===== config.mk =====
export PLATFORM = sky130hd
export DESIGN_NAME = mdu
export DESIGN_NICKNAME = d
export VERILOG_FILES = /design/src/rtl/core_pkg.sv /design/src/rtl/mdu_div_step.sv /design/src/rtl/mdu.sv
export SDC_FILE = /design/constraint.sdc
export NUM_CORES = 1
export LEC_CHECK = 0
export ABC_CLOCK_PERIOD_IN_PS = 9500
export BUFFER_PORTS_ARGS = -buffer_cell sky130_fd_sc_hd__buf_2
export CAP_MARGIN = 20
export CORE_MARGIN = 10
export CORE_UTILIZATION = 45
export DETAILED_ROUTE_END_ITERATION = 10
export PLACE_DENSITY = 0.59
export SKIP_CTS_REPAIR_TIMING = 1
export SYNTH_ARGS = -nofsm -noshare
export SYNTH_HDL_FRONTEND = slang
export SYNTH_SLANG_ARGS = --single-unit

===== constraint.sdc =====
create_clock -name clk_i -period 9.5 [get_ports clk_i]
set_input_delay 0 -clock clk_i [delete_from_list [all_inputs] [get_ports clk_i]]
set_output_delay 0 -clock clk_i [all_outputs]
set_load 0.01 [all_outputs]

===== src/rtl/core_pkg.sv =====
// Shared core types for the execute-stage coprocessors: MDU op encoding and iteration count.
// Pure definitions, no logic and no latency.
package core_pkg;

  typedef enum logic [2:0] {
    MDU_MUL    = 3'b000,
    MDU_MULH   = 3'b001,
    MDU_MULHSU = 3'b010,
    MDU_MULHU  = 3'b011,
    MDU_DIV    = 3'b100,
    MDU_DIVU   = 3'b101,
    MDU_REM    = 3'b110,
    MDU_REMU   = 3'b111
  } mdu_op_t;

  localparam int MDU_ITER_CYCLES = 32;

  function automatic logic [31:0] mdu_abs(input logic [31:0] v, input logic is_signed);
    return (is_signed && v[31]) ? (~v + 32'd1) : v;
  endfunction

endpackage


===== src/rtl/mdu_div_step.sv =====
// One restoring-division iteration, plus the 33-bit adder the shift-add multiplier borrows.
// Purely combinational, zero latency, no flow control.
module mdu_div_step (
  input  logic [31:0] rem_i,
  input  logic [31:0] quo_i,
  input  logic [31:0] div_i,
  output logic [31:0] rem_o,
  output logic [31:0] quo_o,
  output logic [32:0] sum_o
);

  logic [32:0] shifted;
  logic [31:0] diff;
  logic        ge;

  always_comb begin
    shifted = {rem_i, quo_i[31]};
    ge      = shifted >= {1'b0, div_i};
    // When ge holds the difference is below the divisor, so 32 bits suffice.
    diff    = shifted[31:0] - div_i;
    rem_o   = ge ? diff : shifted[31:0];
    quo_o   = {quo_i[30:0], ge};
    sum_o   = {1'b0, rem_i} + {1'b0, div_i};
  end

endmodule


===== src/rtl/mdu.sv =====
// Iterative RV32M multiply/divide responder; 33-cycle iterative latency, 1 cycle for special divides.
// Single-cycle MUL* when MDU_FAST_MUL_EN is defined; no back-pressure on results, gnt_o low while busy.
module mdu
  import core_pkg::*;
#(
  parameter int TAG_W = 5
) (
  input  logic             clk_i,
  input  logic             rst_i,
  input  logic             req_i,
  output logic             gnt_o,
  input  mdu_op_t          op_i,
  input  logic [31:0]      operand_a_i,
  input  logic [31:0]      operand_b_i,
  input  logic [TAG_W-1:0] tag_i,
  input  logic             flush_i,
  output logic [31:0]      result_o,
  output logic [TAG_W-1:0] tag_o,
  output logic             rvalid_o,
  output logic             busy_o
);

  typedef enum logic [1:0] {S_IDLE, S_MUL, S_DIV, S_DONE} state_t;

  state_t           state_q, state_d;
  logic [5:0]       cnt_q, cnt_d;
  logic [63:0]      acc_q, acc_d;
  logic [31:0]      quo_q, quo_d;
  logic [31:0]      opb_q, opb_d;
  logic [31:0]      result_q, result_d;
  logic             neg_q, neg_d;
  logic             rneg_q, rneg_d;
  mdu_op_t          op_q, op_d;
  logic [TAG_W-1:0] tag_q, tag_d;

  logic        accept, last;
  logic        a_sgn, b_sgn, a_neg, b_neg;
  logic [31:0] a_abs, b_abs;
  logic        div_zero, div_ovf;

  logic [31:0] step_rem_in, step_rem, step_quo, quo_fix, rem_fix;
  logic [32:0] step_sum;

  always_comb begin
    accept   = req_i && gnt_o;
    last     = cnt_q == 6'(MDU_ITER_CYCLES - 1);
    a_sgn    = op_i[2] ? !op_i[0] : (op_i == MDU_MULH || op_i == MDU_MULHSU);
    b_sgn    = op_i[2] ? !op_i[0] : (op_i == MDU_MULH);
    a_neg    = a_sgn && operand_a_i[31];
    b_neg    = b_sgn && operand_b_i[31];
    a_abs    = mdu_abs(operand_a_i, a_sgn);
    b_abs    = mdu_abs(operand_b_i, b_sgn);
    div_zero = operand_b_i == 32'd0;
    div_ovf  = !op_i[0] && operand_a_i == 32'h8000_0000 && operand_b_i == 32'hFFFF_FFFF;
  end

`ifdef MDU_FAST_MUL_EN
  logic signed [32:0] fa, fb;
  logic [63:0]        fprod;

  always_comb begin
    fa          = {a_sgn && operand_a_i[31], operand_a_i};
    fb          = {b_sgn && operand_b_i[31], operand_b_i};
    fprod       = 64'(fa) * 64'(fb);
    step_rem_in = acc_q[31:0];
  end
`else
  logic [63:0] mul_next, mul_prod;

  always_comb begin
    // Multiplier layout: acc = {partial product, remaining multiplier bits}.
    step_rem_in = (state_q == S_MUL) ? acc_q[63:32] : acc_q[31:0];
    mul_next    = {(acc_q[0] ? step_sum : {1'b0, acc_q[63:32]}), acc_q[31:1]};
    mul_prod    = neg_q ? (~mul_next + 64'd1) : mul_next;
  end
`endif

  mdu_div_step u_step (
    .rem_i (step_rem_in),
    .quo_i (quo_q),
    .div_i (opb_q),
    .rem_o (step_rem),
    .quo_o (step_quo),
    .sum_o (step_sum)
  );

  always_comb begin
    quo_fix = neg_q  ? (~step_quo + 32'd1) : step_quo;
    rem_fix = rneg_q ? (~step_rem + 32'd1) : step_rem;
  end

  always_ff @(posedge clk_i or posedge rst_i) begin
    if (rst_i) begin
      state_q  <= S_IDLE;
      cnt_q    <= '0;
      acc_q    <= '0;
      quo_q    <= '0;
      opb_q    <= '0;
      result_q <= '0;
      neg_q    <= 1'b0;
      rneg_q   <= 1'b0;
      op_q     <= MDU_MUL;
      tag_q    <= '0;
    end else begin
      state_q  <= state_d;
      cnt_q    <= cnt_d;
      acc_q    <= acc_d;
      quo_q    <= quo_d;
      opb_q    <= opb_d;
      result_q <= result_d;
      neg_q    <= neg_d;
      rneg_q   <= rneg_d;
      op_q     <= op_d;
      tag_q    <= tag_d;
    end
  end

  always_comb begin
    state_d = state_q;
    case (state_q)
      S_IDLE: begin
        if (accept) begin
          if (!op_i[2]) begin
`ifdef MDU_FAST_MUL_EN
            state_d = S_DONE;
`else
            state_d = S_MUL;
`endif
          end else if (div_zero || div_ovf) begin
            state_d = S_DONE;
          end else begin
            state_d = S_DIV;
          end
        end
      end
      S_MUL, S_DIV: begin
        if (flush_i)   state_d = S_IDLE;
        else if (last) state_d = S_DONE;
      end
      default: state_d = S_IDLE;
    endcase
  end

  always_comb begin
    cnt_d    = cnt_q;
    acc_d    = acc_q;
    quo_d    = quo_q;
    opb_d    = opb_q;
    result_d = result_q;
    neg_d    = neg_q;
    rneg_d   = rneg_q;
    op_d     = op_q;
    tag_d    = tag_q;
    case (state_q)
      S_IDLE: begin
        if (accept) begin
          op_d  = op_i;
          tag_d = tag_i;
          cnt_d = '0;
          if (!op_i[2]) begin
`ifdef MDU_FAST_MUL_EN
            result_d = (op_i == MDU_MUL) ? fprod[31:0] : fprod[63:32];
`else
            acc_d = {32'd0, b_abs};
            opb_d = a_abs;
            neg_d = a_neg ^ b_neg;
`endif
          end else if (div_zero) begin
            result_d = op_i[1] ? operand_a_i : 32'hFFFF_FFFF;
          end else if (div_ovf) begin
            result_d = op_i[1] ? 32'd0 : 32'h8000_0000;
          end else begin
            acc_d  = '0;
            quo_d  = a_abs;
            opb_d  = b_abs;
            neg_d  = a_neg ^ b_neg;
            rneg_d = a_neg;
          end
        end
      end
`ifndef MDU_FAST_MUL_EN
      S_MUL: begin
        acc_d = mul_next;
        cnt_d = cnt_q + 6'd1;
        if (last) result_d = (op_q == MDU_MUL) ? mul_prod[31:0] : mul_prod[63:32];
      end
`endif
      S_DIV: begin
        acc_d = {32'd0, step_rem};
        quo_d = step_quo;
        cnt_d = cnt_q + 6'd1;
        if (last) result_d = op_q[1] ? rem_fix : quo_fix;
      end
      default: ;
    endcase
  end

  always_comb begin
    gnt_o    = (state_q == S_IDLE) && !flush_i && !rst_i;
    rvalid_o = (state_q == S_DONE) && !flush_i;
    busy_o   = (state_q != S_IDLE) && !rvalid_o;
    result_o = result_q;
    tag_o    = tag_q;
  end

endmodule


Yosys cells after proc, flatten, opt, wreduce, memory -nomap -nowiden --
Cells that the tools add are included. Widths: inputs -> output; s select.
Storage, ports and cells: register bits after elaboration 178, output and inout bits 40, logic and storage cells 123
Operators by class: $add $sub $neg 8, magnitude comparators 1, equal/unequal tests 20, multiplexer cells 45, bitwise gates (word level) 8, reductions and logical operators 31
Operators by type and width (number):
- $mux 32 | 23
- $mux 64 | 5
- $pmux 64 s3 | 1
- $add 32x1->32 const B | 4
- $not 32->32 | 4
- $pmux 32 s3 | 1
- $add 64x1->64 const B | 1
- $eq 32x32->1 const B | 2
- $not 64->64 | 1
- $pmux 32 s2 | 1
- $add 32x32->33 | 1
- $ge 33x32->1 | 1
- $mux 33 | 1
- $logic_not 32->1 | 1
- $sub 32x32->32 | 1
- $ne 2x2->1 const B | 8
- $pmux 6 s2 | 1
- $reduce_and 5->1 | 2
- $logic_and 1x1->1 | 9
- $ne 3x3->1 const B | 3
- $mux 2 | 4
- $reduce_and 4->1 | 2
- $add 6x1->6 const B | 1
- $eq 6x5->1 const B | 1
- other kinds (19) | 34

Longest topological paths before layout --
depth in word-level cells 10, depth in mapped cells 31, mapped depth without buffers 22

Hierarchy --
A second synthesis with hierarchy kept.
Second synthesis, totals: cells, all modules 2401, area, all modules 19058.3 µm²
By module, submodules not included:
- mdu | instances 1, cells an instance 1839, area an instance 14954.3 µm², sequential area each 4454.3 µm²
- mdu_div_step | instances 1, cells an instance 562, area an instance 4103.9 µm², sequential area each 0.0 µm²

Worst setup path before layout --
OpenSTA, ideal clock, no wires.
path type register to register, start point register state_q[1], end point register result_q[30], in the netlist result_o[30], library setup time 104 ps, arrival 6485 ps, setup slack 2911 ps, cell stages (with the launch flop) 30, path buffers 9, clock period less this slack 6589 ps, cells stage by stage dfrtp_1 -> inv_1 -> ha_1 -> buf_2 -> buf_1 -> buf_1 -> clkbuf_1 -> mux2_2 -> ha_1 -> buf_2 -> a21o_1 -> a31oi_4 -> a2111oi_4 -> o31a_4 -> or2_1 -> buf_4 -> buf_6 -> buf_2 -> buf_1 -> o21ai_0 -> ha_1 -> nand2_1 -> nor4b_1 -> a31oi_1 -> nor2b_1 -> nand4_1 -> o31ai_1 -> xnor2_1 -> a21oi_1 -> o311ai_1
Between the ends: cells in the longest elaborated chain, start to end 10
Ends and longest elaborated chain:
- start: declaration | RTL line mdu.sv:25 | state_t state_q, state_d;
- start signal: assignment | RTL line mdu.sv:105 | state_q <= state_d;
- $eq 2x1->1 | RTL line mdu.sv:72, mdu.sv:154
- $mux 32 | RTL line mdu.sv:72 | step_rem_in = (state_q == S_MUL) ? acc_q[63:32] : acc_q[31:0];
- $add 32x32->33 (tied with other cells) | RTL line mdu_div_step.sv:23 | sum_o = {1'b0, rem_i} + {1'b0, div_i};
- $mux 33 or $mux 32 (tied branches) | RTL line mdu.sv:73, mdu_div_step.sv:21
- $not 64->64 or $not 32->32 (tied branches) | RTL line mdu.sv:74, mdu.sv:89
- $add 64x1->64 or $add 32x1->32 (tied branches) | RTL line mdu.sv:74, mdu.sv:89
- $mux 64 or $mux 32 (tied branches) | RTL line mdu.sv:74, mdu.sv:89
- $mux 32, on equally long branches (2 in series) | RTL line mdu.sv:185, mdu.sv:192
- $pmux 32 s3 | RTL line mdu.sv:154 | case (state_q)
- end signal: assignment | RTL line mdu.sv:110 | result_q <= result_d;
- end: declaration | RTL line mdu.sv:30 | logic [31:0] result_q, result_d;
Several ways; a longest one is shown, not always the timed one. The select of a mux whose other input is x is not followed. A chain may end at the register's enable or synchronous reset.

Worst setup path in the final report --
Ends and elaborated chain as after synthesis.

==> qor.yml <==
maxSlewViolCount: 0
area_growth_syn_to_layout_pct: 9.04
vias: 19800
grt_max_degree: 131
grt_pass1_vias: 18500
crit_required_ps: 9860
power_density_nw_per_um2: 421
cts-root-buf: "clkbuf_16"
cp_slowest_stage_delay_ps: 890
wire_per_inst_um: 25.3
whs_ps: -71.2
synth_flop_cell: "dfrtp_1"
fmax_ghz: 0.139
maxSlewHeadroom_pct: 25.5
cts_tree: "built"
port_buffers: 115
clk_pin_slew_ps: 70
crit_fanout: 40
seq_area_um2: 4460
crit_chain: "inv_1 > ha_2 > mux2_2 > ha_1 > nand4_1 > nor4_1 > a31oi_1 > o21ai_2 > or2_2 > nand2_1 > o21ai_0 > ha_1 > nand2_1 > nor4b_1 > a31oi_1 > nor2b_1 > nand4_1 > o31ai_1 > xnor2_1 > a21oi_1 > o311ai_1"
fin_crit_ps: 7210
antenna_found_initial: 0
hold_path.class: "input port to register"
ys_seq_area_share_pct: 23.8
clock_latency_ps: 470
cts_htree_levels: 4
dr.pass1.iters: 8
startpoint_type: "register"
synth_area_um2: 18700
drt_iter0_markers: 2049
dp_hpwl_mm: 60.6
drc_errors: 0
start_util_pct: 45.7
synth.most_common_cell: "nand2_1"
overflow: 0
die_w_um: 224
ir_worst_vdd_mv: 0.229
ys_seq_elements: 178
io_pins: 116
grt_pass1_wl_mm: 115
post-route-util_pct: 49.8
status: "finished, violations left"
drive_above_1_share_pct: 11.8
violations: "negative hold slack"
synthCells: 2473
setup_tns_ps: 0
cts.sinks: 178
synth_cell_types: 109
skew_ps: 11.5
avgViaCountPerCell: 6.49
avgSynthCellArea_um2: 7.56
synth_edf_count: 0
design.core.area_um2: 40900
cts_made_buffers: 17
synthTopCellsByCount: "nand2_1 (339), o21ai_0 (269), a21oi_1 (196), nor2_1 (190), dfrtp_1 (178)"
ant_nets: 0
worstPathArrival_ps: 7570
num_rows: 74
fillers: 4074
synth_top_area_share_pct: 23.8
clk_path_buf_depth: 2
synth.largest_area_cell: "dfrtp_1"
async_reset_ff_share_pct: 100
yosys-top-cells-area: "dfrtp_1 (24%), o21ai_0 (7.2%), nand2_1 (6.8%)"
gp_congestion: 0.984
drv_cap: 0
setup_viol: 0
dieArea_um2: 50100
rsz0062_at_grt: "no"
power.leakage_nw: 8.48
fin_nets: 2653
multi_input_area_um2: 13300
track_usage_pct: 29.5
yosys_warnings: 0
worst-setup-path-type: "register to register"
cp_slowest_cell: "ha_2"
synth_nets: 2627
period_share_pct: 75.9
hold_viol: 7
cp-end-kind: "register"
wl_mm: 77.1
worst_pin_slew_ps: 1120
die_y_um: 224
==> through the flow <==
step	worst slack (ps)	power, W	cells	area [um^2]
6_report	2290	0.00858	3045	20400
5_1_grt	1790	0.00917	3044	20400
4_1_cts	2440	0.00847	3025	20200
3_5_place_dp	2480	0.00767	2993	19600
3_3_place_gp	2520	0.00763	2993	19600
2_1_floorplan	2910	0.00570	2473	18700
==> report_power, final <==
part	switching, W	internal (W)	leakage, nW
logic	0.00423	0.00209	5.91
registers	0.000435	0.00103	2.28
clock network	0.000364	0.000422	0.298
total	0.00503	0.00355	8.48
==> flip-flops by register name, indices dropped and copies added, names as in the netlist <==
name / flops
state_q: 2
tag_o: 5
op_q: 3
quo_q: 32
rneg_q: 1
neg_q: 1
opb_q: 32
cnt_q: 6
acc_q: 64
result_o: 32
==> worst max-delay path: cells and delay by family, from the launching register on <==
kind / cells / cell delay, ps
compound gates: 7 / 1630
xor+xnor: 1 / 160
fa+ha+maj: 3 / 1650
buf+inv: 1 / 90
flops: 1 / 420
mux: 1 / 480
simple gates: 8 / 2600
==> cell usage in the layout, fill, tap and decap left out, types with 51 or more instances in the layout <==
| cell | Yosys | layout |
|---|---|---|
| nor2_1 | 190 | 190 |
| buf_2 | 16 | 115 |
| o21ai_0 | 269 | 269 |
| a21oi_1 | 196 | 195 |
| inv_1 | 84 | 83 |
| mux2_2 | 51 | 51 |
| dfrtp_1 | 178 | 176 |
| o31ai_1 | 62 | 62 |
| xor2_1 | 101 | 101 |
| ha_1 | 76 | 75 |
| xnor2_1 | 101 | 101 |
| nand2_1 | 339 | 338 |
==> worst paths after layout <==
| kind | start | end | slack, ps | cells past startpoint |
|---|---|---|---|---|
| min in group asynchronous | rst_i | result_o[31] | 300 | 3 |
| max reg2reg | state_q[1] | result_o[30] | 2290 | 21 |
| min | operand_a_i[6] | result_o[6] | -70 | 3 |
| min reg2reg | result_o[2] | result_o[2] | 470 | 1 |
| max | state_q[1] | result_o[30] | 2290 | 21 |
| max in group asynchronous | rst_i | neg_q | 7840 | 4 |
==> logic make-up (layout without fill, tap and decap cells) <==
logic type	after synthesis	in the layout	share of synthesized area, %
adders and majority gates	78	78	5.30
xor gates and xnor gates	202	202	9.46
buffers and inverters	241	280	5.05
AOI/OAI and AO/OA	867	867	30.2
other	0	1	0
muxes	90	90	5.21
and+or+nand+nor	817	817	21.0
DFF	178	178	23.8
==> area by class of cell <==
class                           instances  area share [%]
Clock buffer                           17            2.09
Inverter                               87            1.64
Sequential cell                       178            21.9
Tap cell                              532            3.26
Clock inverter                         15           0.939
Timing Repair Buffer                  161            4.75
Multi-Input combinational cell       2054            65.5
Antenna cell                            1          0.0123
==> routing by layer <==
layer  track usage, %  routed length [um]  vias to the layer above
met5                0                   0                        -
met4             18.9                5220                        0
met3             3.28                4110                      199
met2             47.8               36100                      816
met1             36.7               31700                     9584
li1                 -                   -                     9155
Power figures use the tool's default switching activity.
